[src/rtl/keypad_digit_loader.sv]
`default_nettype none
// ============================================================================
// Module      : keypad_digit_loader
// Description : Debounces keypad presses and shifts accepted BCD digits into
//               a 4-digit MM:SS entry register. Optional held-key auto-repeat
//               is enabled by defining KEYPAD_AUTOREPEAT_EN.
// Revision    : 1.0 - initial release
// ============================================================================
module keypad_digit_loader #(
    parameter int DEBOUNCE_CYCLES = 4,
    parameter int REPEAT_CYCLES   = 16
) (
    input  logic        clk,
    input  logic        reset,
    input  logic        enable,
    input  logic        clear_entry,
    input  logic [3:0]  D,
    input  logic        no_key,
    output logic [15:0] digits,
    output logic [2:0]  digit_count,
    output logic        full,
    output logic        key_strobe
);

    localparam int                 c_cnt_w   = $clog2(DEBOUNCE_CYCLES + 1);
    localparam logic [c_cnt_w-1:0] c_db_last = c_cnt_w'(DEBOUNCE_CYCLES);
    localparam logic [c_cnt_w-1:0] c_cnt_one = c_cnt_w'(1);
    localparam bit                 c_db_one  = (DEBOUNCE_CYCLES == 1);

    if (DEBOUNCE_CYCLES < 1 || DEBOUNCE_CYCLES > 255 ||
        REPEAT_CYCLES < 1 || REPEAT_CYCLES > 65535) begin : g_bad_params
        $error("keypad_digit_loader: parameter out of legal range");
    end

    typedef enum logic [1:0] {
        ST_IDLE    = 2'd0,
        ST_PRESS   = 2'd1,
        ST_HELD    = 2'd2,
        ST_RELEASE = 2'd3
    } state_t;

    state_t             r_state, w_state_nxt;
    logic [c_cnt_w-1:0] r_cnt, w_cnt_nxt, w_cnt_inc;
    logic [3:0]         r_cand, w_cand_nxt, w_acc_digit;
    logic               w_accept;
    logic               w_rpt_hit;
    logic [15:0]        r_digits;
    logic [2:0]         r_count;
    logic               r_strobe;

    assign w_cnt_inc = r_cnt + c_cnt_one;

`ifdef KEYPAD_AUTOREPEAT_EN
    localparam int                 c_rpt_w    = $clog2(REPEAT_CYCLES + 1);
    localparam logic [c_rpt_w-1:0] c_rpt_last = c_rpt_w'(REPEAT_CYCLES);

    logic [c_rpt_w-1:0] r_rpt, w_rpt_inc;
    logic               w_rpt_run;

    // Counter only advances while the same key stays down in HELD.
    assign w_rpt_run = (r_state == ST_HELD) && enable && !no_key && (D == r_cand);
    assign w_rpt_inc = r_rpt + c_rpt_w'(1);
    assign w_rpt_hit = w_rpt_run && (w_rpt_inc == c_rpt_last);

    always_ff @(posedge clk) begin
        if (reset) begin
            r_rpt <= '0;
        end else if (w_rpt_run && !w_rpt_hit) begin
            r_rpt <= w_rpt_inc;
        end else begin
            r_rpt <= '0;
        end
    end
`else
    assign w_rpt_hit = 1'b0;
`endif

    always_ff @(posedge clk) begin
        if (reset) begin
            r_state <= ST_IDLE;
            r_cnt   <= '0;
            r_cand  <= 4'd0;
        end else begin
            r_state <= w_state_nxt;
            r_cnt   <= w_cnt_nxt;
            r_cand  <= w_cand_nxt;
        end
    end

    always_comb begin
        w_state_nxt = r_state;
        w_cnt_nxt   = r_cnt;
        w_cand_nxt  = r_cand;
        w_acc_digit = r_cand;
        w_accept    = 1'b0;
        if (!enable) begin
            w_state_nxt = ST_IDLE;
            w_cnt_nxt   = '0;
        end else begin
            case (r_state)
                ST_IDLE: begin
                    if (!no_key) begin
                        w_cand_nxt  = D;
                        w_acc_digit = D;
                        if (c_db_one) begin
                            w_accept    = 1'b1;
                            w_state_nxt = ST_HELD;
                            w_cnt_nxt   = '0;
                        end else begin
                            w_state_nxt = ST_PRESS;
                            w_cnt_nxt   = c_cnt_one;
                        end
                    end
                end
                ST_PRESS: begin
                    if (no_key || (D != r_cand)) begin
                        w_state_nxt = ST_IDLE;
                        w_cnt_nxt   = '0;
                    end else if (w_cnt_inc == c_db_last) begin
                        w_accept    = 1'b1;
                        w_state_nxt = ST_HELD;
                        w_cnt_nxt   = '0;
                    end else begin
                        w_cnt_nxt = w_cnt_inc;
                    end
                end
                ST_HELD: begin
                    if (no_key) begin
                        // A single-sample debounce finishes the release at once.
                        if (c_db_one) begin
                            w_state_nxt = ST_IDLE;
                            w_cnt_nxt   = '0;
                        end else begin
                            w_state_nxt = ST_RELEASE;
                            w_cnt_nxt   = c_cnt_one;
                        end
                    end else if (w_rpt_hit) begin
                        w_accept = 1'b1;
                    end
                end
                ST_RELEASE: begin
                    if (!no_key) begin
                        w_state_nxt = ST_HELD;
                        w_cnt_nxt   = '0;
                    end else if (w_cnt_inc == c_db_last) begin
                        w_state_nxt = ST_IDLE;
                        w_cnt_nxt   = '0;
                    end else begin
                        w_cnt_nxt = w_cnt_inc;
                    end
                end
                default: begin
                    w_state_nxt = ST_IDLE;
                    w_cnt_nxt   = '0;
                end
            endcase
        end
    end

    // Clear has priority over a coincident accept.
    always_ff @(posedge clk) begin
        if (reset) begin
            r_digits <= 16'h0000;
            r_count  <= 3'd0;
            r_strobe <= 1'b0;
        end else begin
            r_strobe <= 1'b0;
            if (clear_entry) begin
                r_digits <= 16'h0000;
                r_count  <= 3'd0;
            end else if (w_accept && !full) begin
                r_digits <= {r_digits[11:0], w_acc_digit};
                r_count  <= r_count + 3'd1;
                r_strobe <= 1'b1;
            end
        end
    end

    assign digits      = r_digits;
    assign digit_count = r_count;
    assign full        = (r_count == 3'd4);
    assign key_strobe  = r_strobe;

endmodule
`default_nettype wire

[config.mk]
export PLATFORM = sky130hd
export DESIGN_NAME = keypad_digit_loader
export DESIGN_NICKNAME = d
export VERILOG_FILES = /design/src/rtl/keypad_digit_loader.sv
export SDC_FILE = /design/constraint.sdc
export NUM_CORES = 1
export LEC_CHECK = 0
export CAP_MARGIN = 0
export CORE_ASPECT_RATIO = 1.4
export CORE_MARGIN = 2
export CORE_UTILIZATION = 40
export CTS_BUF_LIST = sky130_fd_sc_hd__clkbuf_16
export CTS_CLUSTER_SIZE = 24
export DETAILED_ROUTE_END_ITERATION = 16
export PLACE_DENSITY = 0.7
export SETUP_SLACK_MARGIN = 0.5
export SYNTH_ARGS = -nofsm -noshare
export SYNTH_HDL_FRONTEND = slang
export SYNTH_SLANG_ARGS = --single-unit
[constraint.sdc]
create_clock -name clk -period 2.1 [get_ports clk]
set_clock_uncertainty 0.05 [all_clocks]
set_input_delay 0.42 -clock clk [delete_from_list [all_inputs] [get_ports clk]]
set_output_delay 0.42 -clock clk [all_outputs]
set_load 0.03 [all_outputs]
==> results.json, run 1 <==
{
  "intPower_mw": 1.03,
  "critPathLaunch": "r_cnt[1]$_SDFFE_PP0P_",
  "fin_crit_sh_pct": 83.0,
  "clkTransAtPathRegs_ns": 0.05,
  "fin_nets": 200,
  "rows": 24,
  "drive_gt1_share_pct": 39.4,
  "chipHeight_um": 71.3,
  "cts_buffers": 5,
  "port_buffers": 29,
  "wirelength_um": 3330,
  "area_growth_pct": 69.2,
  "cts_buffer_depth": 2,
  "drc": 0,
  "peakVddDrop_mv": 0.639,
  "grt_overflow": 0,
  "synth-compound-area-share_pct": 8.23,
  "required_ns": 2.21,
  "grt_pass1_wl_um": 5440,
  "yosysTopAreaCell": "dfxtp_1",
  "startpoint_type": "flop",
  "routabilityCongestion": 0.680,
  "netSwitchingPower_uw": 284,
  "ys_seq_elements": 29,
  "cp.arrival_ns": 1.85,
  "fin_util_pct": 70.7,
  "die_w_um": 52.0,
  "dpl.cell_count": 201,
  "grt_use_total_pct": 19.9,
  "crit_end": "digits[9]$_SDFFE_PP0P_",
  "synthXorXnorAreaFrac_pct": 6.00,
  "hold_buffers": 0,
  "root_buffer": "clkbuf_16",
  "path_class": "reg2reg",
  "netSwitchingFraction_pct": 21.6,
  "final_cell_mix": "nor2_1 (26), dfxtp_1 (21), dlygate4sd2_1 (21)",
  "reg2reg_slack_ns": 0.36,
  "power_frac_seq_pct": 42.9,
  "grt_max_degree": 16,
  "synth_fa_ha_area_share_pct": 3.87,
  "fin_cells": 227,
  "maxCapViolCount": 0,
  "crit_fanout": 6,
  "fillers": 239,
  "r2r_cells": 8,
  "worstSkewPairLatency_ns": 0.27,
  "core-area_mm2": 0.00309,
  "dr.pass1.iters": 4,
  "cp-end-kind": "flop",
  "rsz0062_at_grt": "yes",
  "postSynthCellCount": 130,
  "netlist_area_mm2": 0.00129,
  "power_mw": 1.31,
  "start_util_pct": 41.8,
  "vias_per_cell": 5.04,
  "clkPwrFrac_pct": 49.1,
  "worst_slew_pin_slew_ns": 0.390,
  "seq_area_frac_synth_pct": 44.9,
  "hold_path.class": "in2reg",
  "io_pins": 30,
  "fmax_ghz": 0.574,
  "num_vias": 1144,
  "cts.sinks": 29,
  "final_common_cell": "nor2_1",
  "syn_nets": 143,
  "leakage_nw": 0.912,
  "grt_pass1_vias": 1166,
  "synth-simple-area-share_pct": 18.0,
  "synth_area_leaders": "dfxtp_1 (45%), mux2i_1 (14%), nor2_1 (8.4%), xnor2_1 (4.7%), a211oi_2 (3.9%)",
  "combPwrFrac_pct": 8.0,
  "synth_top_area_share_pct": 44.9,
  "setup_viol": 0,
  "cts_tree": "yes",
  "p_per_area_mw_per_mm2": 601,
  "dp_hpwl_um": 2000,
  "diodes": 0,
  "r2r-end": "digits[9]$_SDFFE_PP0P_",
  "tns_ns": 0,
  "period_minus_slack_ns": 1.74,
  "routedWlPerCell_um": 14.6,
  "first_iter_violations": 21,
  "reg2reg_from": "r_cnt[1]$_SDFFE_PP0P_",
  "dieArea_mm2": 0.00371,
  "yosysWarningCount": 0,
  "synth_cell_types": 28,
  "synth.area.mux_share_pct": 13.9,
  "htreeDepth": 2,
  "status": "finished, final reports clean",
  "synth_top_family_by_area": "simple AND/OR/NAND/NOR gates",
  "grt_antenna_before_repair": 0,
  "slew_headroom_pct": 74.0,
  "hold_violations": 0,
  "maxSlewViolCount": 0,
  "postRouteAntennaNets": 0,
  "synth.avg_cell_area_um2": 9.94
}
-- flip-flops by register name, summed over array words and instances, names as in the netlist --
signal	flops
digits	16
r_cand	4
digit_count	3
r_cnt	3
r_state	2
key_strobe	1
-- cell type report --
type,instances,area [µm²],area share [%]
clock inverter,3,11.3,0.515
inverter,6,22.5,1.03
timing repair buffer,55,537,24.5
clock buffer,5,125,5.72
tap,39,48.8,2.23
multi-input combinational,90,842,38.5
sequential,29,601,27.5
-- per-stage QoR --
stage                     instance area, µm²  hold WS (ns)  worst slack, ns
after floorplan                         1370         0.407            0.418
after global placement                  1740         0.427          0.00454
after detailed placement                1740         0.439          -0.0229
after CTS                               2060         0.452            0.312
after global routing                    2190         0.468            0.285
final                                   2190         0.452            0.357
-- per-layer routing --
metal | routed length, µm | up-vias | track usage, %
li1 | - | 557 | -
met1 | 1230 | 550 | 21.3
met2 | 1860 | 32 | 35.3
met3 | 181 | 5 | 6.67
met4 | 51 | 0 | 7.02
met5 | 0 | - | 0
-- cells in the mapped netlist, drive strengths merged --
master,number
a211oi,6
a21oi,2
a22o,1
a31oi,2
and3,1
and4b,1
buf,3
clkbuf,2
dfxtp,29
ha,4
inv,6
mux2i,18
nand2,4
nand2b,1
nand3,3
nand4,1
nor2,29
nor3,3
nor3b,1
nor4,2
o21ai,2
or2,1
xnor2,7
xor2,1
-- what timing repair did --
| item | 4_1_cts | 5_1_grt |
|---|---|---|
| endpoints found under the hold margin | 0 | 0 |
| cloned | 2 | 1 |
| pin swaps | 10 | 15 |
| buffers inserted | 12 | 3 |
| endpoints found under the setup margin | 49 | 31 |
| gates resized for setup | 43 | 37 |
-- power by group through the flow --
stage | logic (mW) | registers, mW | clock network (mW)
floorplan | 0.0492 | 0.570 | 0
global placement | 0.0829 | 0.572 | 0
finish | 0.105 | 0.564 | 0.645
detailed placement | 0.0845 | 0.573 | 0
CTS | 0.0891 | 0.560 | 0.657
global route | 0.113 | 0.563 | 0.686
-- worst min-delay path by stage --
| stage | start | endpoint | slack, ns | depth (start not counted) |
|---|---|---|---|---|
| floorplan | r_cnt[0]$_SDFFE_PP0P_ | r_cnt[0]$_SDFFE_PP0P_ | 0.41 | 1 |
| global placement | digits[15]$_SDFFE_PP0P_ | digits[15]$_SDFFE_PP0P_ | 0.43 | 2 |
| detailed placement | digits[15]$_SDFFE_PP0P_ | digits[15]$_SDFFE_PP0P_ | 0.44 | 2 |
| CTS | digits[14]$_SDFFE_PP0P_ | digits[14]$_SDFFE_PP0P_ | 0.45 | 2 |
| global route | D[3] | r_cand[3]$_SDFF_PP0_ | 0.47 | 3 |
| finish | D[3] | r_cand[3]$_SDFF_PP0_ | 0.45 | 3 |
-- cells by family (layout without fill, tap and decap cells) --
| family | Yosys count | count (layout) |
|---|---|---|
| AND/OR/NAND/NOR | 47 | 47 |
| flip-flops | 29 | 29 |
| multiplexers | 18 | 18 |
| AO/OA/AOI/OAI | 13 | 13 |
| buffers and inverters | 11 | 69 |
| XOR/XNOR | 8 | 8 |
| adder cells (fa/ha/maj) | 4 | 4 |
-- worst max-delay path, stage by stage (launching register included) --
cell,delay [ns]
dfxtp_4,0.37
ha_4,0.16
xor2_4,0.19
nand3_4,0.10
nor3_4,0.23
buf_6,0.17
buf_16,0.12
mux2i_1,0.17
nor2_1,0.06
Note: power is estimated with default switching activity, not from simulation.
==> inputs of run 2 (changes only) <==
Settings changed: PLACE_DENSITY 0.7 to 0.73.
Clock period 2.1 ns to 1.4 ns, I/O delays scaled along.
==> run 2 against run 1 <==
The run now ends with negative setup slack left. Critical path depth up 1. Setup slack got worse by 0.72 ns. Via count grew 9.1%. First-iteration DRC count up 38%. Largest power group unchanged. Highest routed layer unchanged. Flip-flop and latch count did not move. Cell area increased by 16%. Register-to-register slack got worse by 0.72 ns. Hold slack better by 0.0045 ns. Critical endpoint is now digits[5]$_SDFFE_PP0P_. Die area is the same. Core utilization increased by 11 points.
==> results.json, run 2 (synthesis results as in run 1) <==
{
  "dp_hpwl_um": 2180,
  "grt_pass1_wl_um": 5960,
  "fin_nets": 222,
  "area_growth_pct": 96.1,
  "dr.pass1.iters": 4,
  "dieArea_mm2": 0.00371,
  "worstSkewPairLatency_ns": 0.27,
  "cts_buffer_depth": 2,
  "core-area_mm2": 0.00309,
  "fmax_ghz": 0.566,
  "fin_util_pct": 82.0,
  "grt_overflow": 0,
  "reg2reg_slack_ns": -0.37,
  "root_buffer": "clkbuf_16",
  "postRouteAntennaNets": 0,
  "htreeDepth": 2,
  "cp.arrival_ns": 1.88,
  "start_util_pct": 41.8,
  "status": "complete, but fails checks",
  "drive_gt1_share_pct": 71.0,
  "first_iter_violations": 29,
  "routabilityCongestion": 0.710,
  "period_minus_slack_ns": 1.77,
  "reg2reg_from": "r_cnt[0]$_SDFFE_PP0P_",
  "cts_tree": "yes",
  "seq_area_um2": 629,
  "tns_ns": -6.34,
  "drc": 0,
  "leakage_nw": 1.02,
  "grt_use_total_pct": 22.1,
  "grt_pass1_vias": 1305,
  "max_stage_delay_ns": 0.35,
  "cts_buffers": 5,
  "hold_path.class": "reg2reg",
  "rows": 24,
  "rsz0062_at_grt": "yes",
  "clkTransAtPathRegs_ns": 0.05,
  "cpMaxStageDelayCell": "dfxtp_2",
  "worstPathCellList": "ha_4, xor2_2, nand3_2, nor3_4, buf_12, buf_8, buf_16, mux2i_1, nor2_1",
  "required_ns": 1.51,
  "grt_antenna_before_repair": 0,
  "final_cell_mix": "buf_4 (34), buf_6 (29), dfxtp_2 (21)",
  "io_pins": 30,
  "fin_crit_sh_pct": 126,
  "crit_fanout": 5,
  "largest_register_ffs": 16,
  "slew_headroom_pct": 84.7,
  "diodes": 0,
  "critPathLaunch": "r_cnt[0]$_SDFFE_PP0P_",
  "num_vias": 1248,
  "cp-end-kind": "flop",
  "vias_per_cell": 5.01,
  "violations": "negative setup slack",
  "r2r-end": "digits[5]$_SDFFE_PP0P_",
  "die_w_um": 52.0,
  "multi_input_area_um2": 897,
  "cts.sinks": 29,
  "chipHeight_um": 71.3,
  "port_buffers": 29,
  "setup_viol": 25,
  "grt_max_degree": 12,
  "wirelength_um": 4260,
  "startpoint_type": "flop",
  "fillers": 170,
  "p_per_area_mw_per_mm2": 799,
  "setup_ws_ns": -0.366,
  "maxCapViolCount": 0,
  "min_path_cells": 2,
  "maxSlewViolCount": 0,
  "routedWlPerCell_um": 17.1,
  "worst_slew_pin_slew_ns": 0.225,
  "hold_violations": 0,
  "r2r_cells": 9,
  "path_class": "reg2reg",
  "final_common_cell": "buf_4",
  "crit_end": "digits[5]$_SDFFE_PP0P_",
  "peakVddDrop_mv": 0.981
}
[run 2: cell types whose count changed in the layout (fill, tap and decap cells not counted), moves of 3 or more]
cell           change
buf_6             +21
buf_4             +19
dfxtp_1           -19
dfxtp_2           +17
dlygate4sd2_1     -16
nor2_1             -6
mux2i_2            +5
clkbuf_2           -4
nor2_4             +4
inv_1              -3
inv_4              +3
mux2i_4            -3
[run 2: cell type report]
class,instances,share of cell area [%]
sequential,29,24.8
clock buffer,5,4.94
tap,39,1.92
clock inverter,3,0.543
multi-input combinational,90,35.4
timing repair buffer,77,31.2
inverter,6,1.18
[run 2: worst min-delay path by stage]
stage	endpoint	startpoint	slack, ns
2_1_floorplan	r_cand[1]$_SDFF_PP0_	reset	0.29
3_5_place_dp	digits[12]$_SDFFE_PP0P_	digits[12]$_SDFFE_PP0P_	0.45
6_report	digits[12]$_SDFFE_PP0P_	digits[12]$_SDFFE_PP0P_	0.46
4_1_cts	digits[12]$_SDFFE_PP0P_	digits[12]$_SDFFE_PP0P_	0.46
5_1_grt	digits[12]$_SDFFE_PP0P_	digits[12]$_SDFFE_PP0P_	0.48
3_3_place_gp	digits[14]$_SDFFE_PP0P_	digits[14]$_SDFFE_PP0P_	0.43
[run 2: power breakdown]
group,switching (mW),internal [mW],total (mW)
clock network,0.354,0.643,0.997
registers,0.0103,0.826,0.836
logic,0.0979,0.0954,0.193
[run 2: routing by layer]
layer  vias to the layer above  track usage (%)  part of all wire, %
met5                         -                0                    0
met4                         0             8.77                  1.3
met3                         4             5.42                  2.9
met2                        27             42.3                   60
met1                       615             21.6                   35
li1                        602                -                    -
[run 2: stage by stage]
stage          cells  hold WS [ns]  instance area, µm²  setup WS [ns]  power, mW
6_report         249         0.456                2530         -0.366       2.03
5_1_grt          249         0.483                2530         -0.429       2.09
4_1_cts          240         0.458                2370         -0.312       2.01
3_5_place_dp     217         0.447                1900         -0.647       1.01
3_3_place_gp     217         0.426                1900         -0.575       1.00
2_1_floorplan    130         0.295                1420         -0.267      0.936
[run 2: worst max-delay path: cells and delay by family, from the launching register on]
kind                     cells  cell delay [ns]
buffers and inverters        3             0.38
AND/OR/NAND/NOR              3             0.37
flip-flops                   1             0.35
XOR/XNOR                     1             0.18
multiplexers                 1             0.18
adder cells (fa/ha/maj)      1             0.15
[run 2: what timing repair did]
| item | CTS | global route |
|---|---|---|
| gates resized for setup | 170 | 15 |
| hold buffers | 0 | 0 |
| cloned | 2 | 1 |
| setup endpoints to repair | 50 | 50 |
| pin swaps | 15 | 14 |
| setup buffers | 13 | 8 |
==> inputs of run 3 (changes only) <==
Settings changed: ABC_AREA set to 1, PLACE_DENSITY 0.73 to 0.72.
==> run 3 against run 2 <==
The flow still finishes with violations (negative setup slack). Register-to-register slack better by 0.19 ns. Critical path type unchanged. Clock power up 18%. Global-route usage up 0.83 points. Cell area up 3.1%. Routed wire length up 7.8%.
==> results.json, run 3 <==
{
  "fin_nets": 296,
  "place_area_mm2": 0.00209,
  "routabilityCongestion": 0.820,
  "cp-end-kind": "flop",
  "rows": 25,
  "core-area_mm2": 0.00338,
  "syn_nets": 213,
  "grt_max_degree": 19,
  "die_w_um": 54.1,
  "p_per_area_mw_per_mm2": 891,
  "grt_antenna_before_repair": 0,
  "area_growth_pct": 85.9,
  "dieArea_mm2": 0.00401,
  "leakage_nw": 1.18,
  "final_cell_area_mm2": 0.00261,
  "first_iter_violations": 52,
  "reg2reg_from": "r_cand[0]$_SDFF_PP0_",
  "violations": "negative setup slack",
  "hold_violations": 0,
  "worst_slew_pin_slew_ns": 0.235,
  "maxCapViolCount": 0,
  "grt_overflow": 0,
  "grt_use_total_pct": 22.9,
  "cts_tree": "yes",
  "wirelength_um": 4600,
  "use_met3_pct": 7.43,
  "grt.busiest_layer": "met2",
  "drive_gt1_share_pct": 59.5,
  "startpoint_type": "flop",
  "status": "complete, but fails checks",
  "critPathLaunch": "r_cand[0]$_SDFF_PP0_",
  "grtUsageMet1_pct": 24.6,
  "maxSlewViolCount": 0,
  "postSynthCellCount": 200,
  "cts.sinks": 29,
  "io_pins": 30,
  "crit_fanout": 4,
  "peakVddDrop_mv": 1.06,
  "yosysMostFrequentCell": "nand2_1",
  "tns_ns": -3.01,
  "drc": 0,
  "async_reset_ff_share_pct": 0,
  "start_util_pct": 41.6,
  "chipHeight_um": 74.2,
  "postRouteAntennaNets": 0,
  "grt_pass1_vias": 1571,
  "rsz0062_at_grt": "yes",
  "slew_headroom_pct": 84.2,
  "use_met2_pct": 40.9,
  "required_ns": 1.51,
  "clkTransAtPathRegs_ns": 0.05,
  "fin_crit_sh_pct": 112,
  "synth-main-ff-cell": "dfxtp_1",
  "synth_top_cells_by_count": "nand2_1 (45), nor2_1 (41), dfxtp_1 (29), inv_1 (23), o21ai_0 (20)",
  "min_from": "D[1]",
  "htreeDepth": 2,
  "dp_hpwl_um": 2470,
  "seq_area_frac_synth_pct": 41.3,
  "diodes": 0,
  "yosysTopAreaCell": "dfxtp_1",
  "power_mw": 2.33,
  "largest_register_ffs": 16,
  "setup_ws_ns": -0.172,
  "root_buffer": "clkbuf_16",
  "vias_per_cell": 4.95,
  "setup_viol": 23,
  "dr.pass1.iters": 4,
  "synth-edff-count": 0,
  "yosysWarningCount": 0,
  "cts_buffers": 5,
  "num_vias": 1604,
  "synth_top_area_share_pct": 41.3,
  "synth.avg_cell_area_um2": 7.03,
  "final_cell_mix": "buf_4 (41), nor2_1 (37), buf_6 (28)",
  "cp.arrival_ns": 1.68,
  "synth_area_leaders": "dfxtp_1 (41%), nand2_1 (12%), nor2_1 (11%), o21ai_0 (7.1%), inv_1 (6.1%)",
  "port_buffers": 29,
  "fmax_ghz": 0.636,
  "path_class": "reg2reg",
  "hold_buffers": 0,
  "routedWlPerCell_um": 14.2,
  "cts_buffer_depth": 2,
  "hold_path.class": "in2reg",
  "grt_pass1_wl_um": 6700,
  "synth_cell_types": 23,
  "final_common_cell": "buf_4",
  "netlist_area_mm2": 0.00141,
  "ys_seq_elements": 29,
  "period_minus_slack_ns": 1.57,
  "worstSkewPairLatency_ns": 0.27
}
run 3: cell types whose count changed after synthesis, moves of 12 or more:
cell / before / now
mux2i_1: 18 / 0
nor2_1: 29 / 41
nand2_1: 4 / 45
inv_1: 6 / 23
o21ai_0: 2 / 20
run 3: final timing paths:
| kind | end | slack, ns | depth (start not counted) |
|---|---|---|---|
| min | r_cand[1]$_SDFF_PP0_ | 0.28 | 3 |
| min reg2reg | digits[13]$_SDFFE_PP0P_ | 0.44 | 2 |
| max | digits[6]$_SDFFE_PP0P_ | -0.17 | 10 |
| max reg2reg | digits[6]$_SDFFE_PP0P_ | -0.17 | 10 |
run 3: critical path, stage by stage (launching register included):
cell and delay (ns):
dfxtp_2 0.35, inv_2 0.05, nand2_2 0.07, nand2_1 0.12, nor2_4 0.14, nand3_2 0.12, inv_2 0.08, nand2_4 0.08
buf_4 0.16, o21ai_1 0.14, nor2_1 0.07
run 3: area by class of cell:
cell class | count | area [µm²]
fillers | 198 | 764
inverters | 26 | 110
multi-input cells | 141 | 911
clock inverters | 3 | 37.5
repair buffers | 80 | 756
flip-flops and latches | 29 | 624
clock buffers | 5 | 125
well taps | 40 | 50.0
run 3: per-stage QoR:
stage / utilization [%] / setup slack [ns] / hold WS (ns) / std cells
finish: 77.4 / -0.172 / 0.281 / 324
detailed placement: 61.9 / -0.499 / 0.417 / 299
floorplan: - / -0.146 / 0.302 / 200
global route: 77.4 / -0.255 / 0.301 / 324
CTS: 72.8 / -0.163 / 0.436 / 316
global placement: 61.9 / -0.470 / 0.423 / 299
run 3: timing repair:
| item | in CTS | in global routing |
|---|---|---|
| buffers inserted | 9 | 8 |
| pin swaps | 12 | 14 |
| gates resized for setup | 187 | 25 |
| setup endpoints to repair | 50 | 50 |
run 3: kinds of logic after synthesis:
family,share of synthesized area [%]
buf+inv,10.8
fa+ha+maj,3.56
simple gates,34.3
flops,41.3
compound gates,10.1
run 3: power by group:
part / leakage (nW) / internal, mW / switching, mW
combinational: 0.848 / 0.133 / 0.168
clock: 0.0826 / 0.824 / 0.355
sequential: 0.249 / 0.835 / 0.0129
run 3: metal layers:
| metal | share of wire, % | vias to the layer above |
|---|---|---|
| li1 | - | 792 |
| met4 | 3.0 | 0 |
| met1 | 38 | 746 |
| met2 | 55 | 50 |
| met3 | 3.8 | 16 |
| met5 | 0 | - |
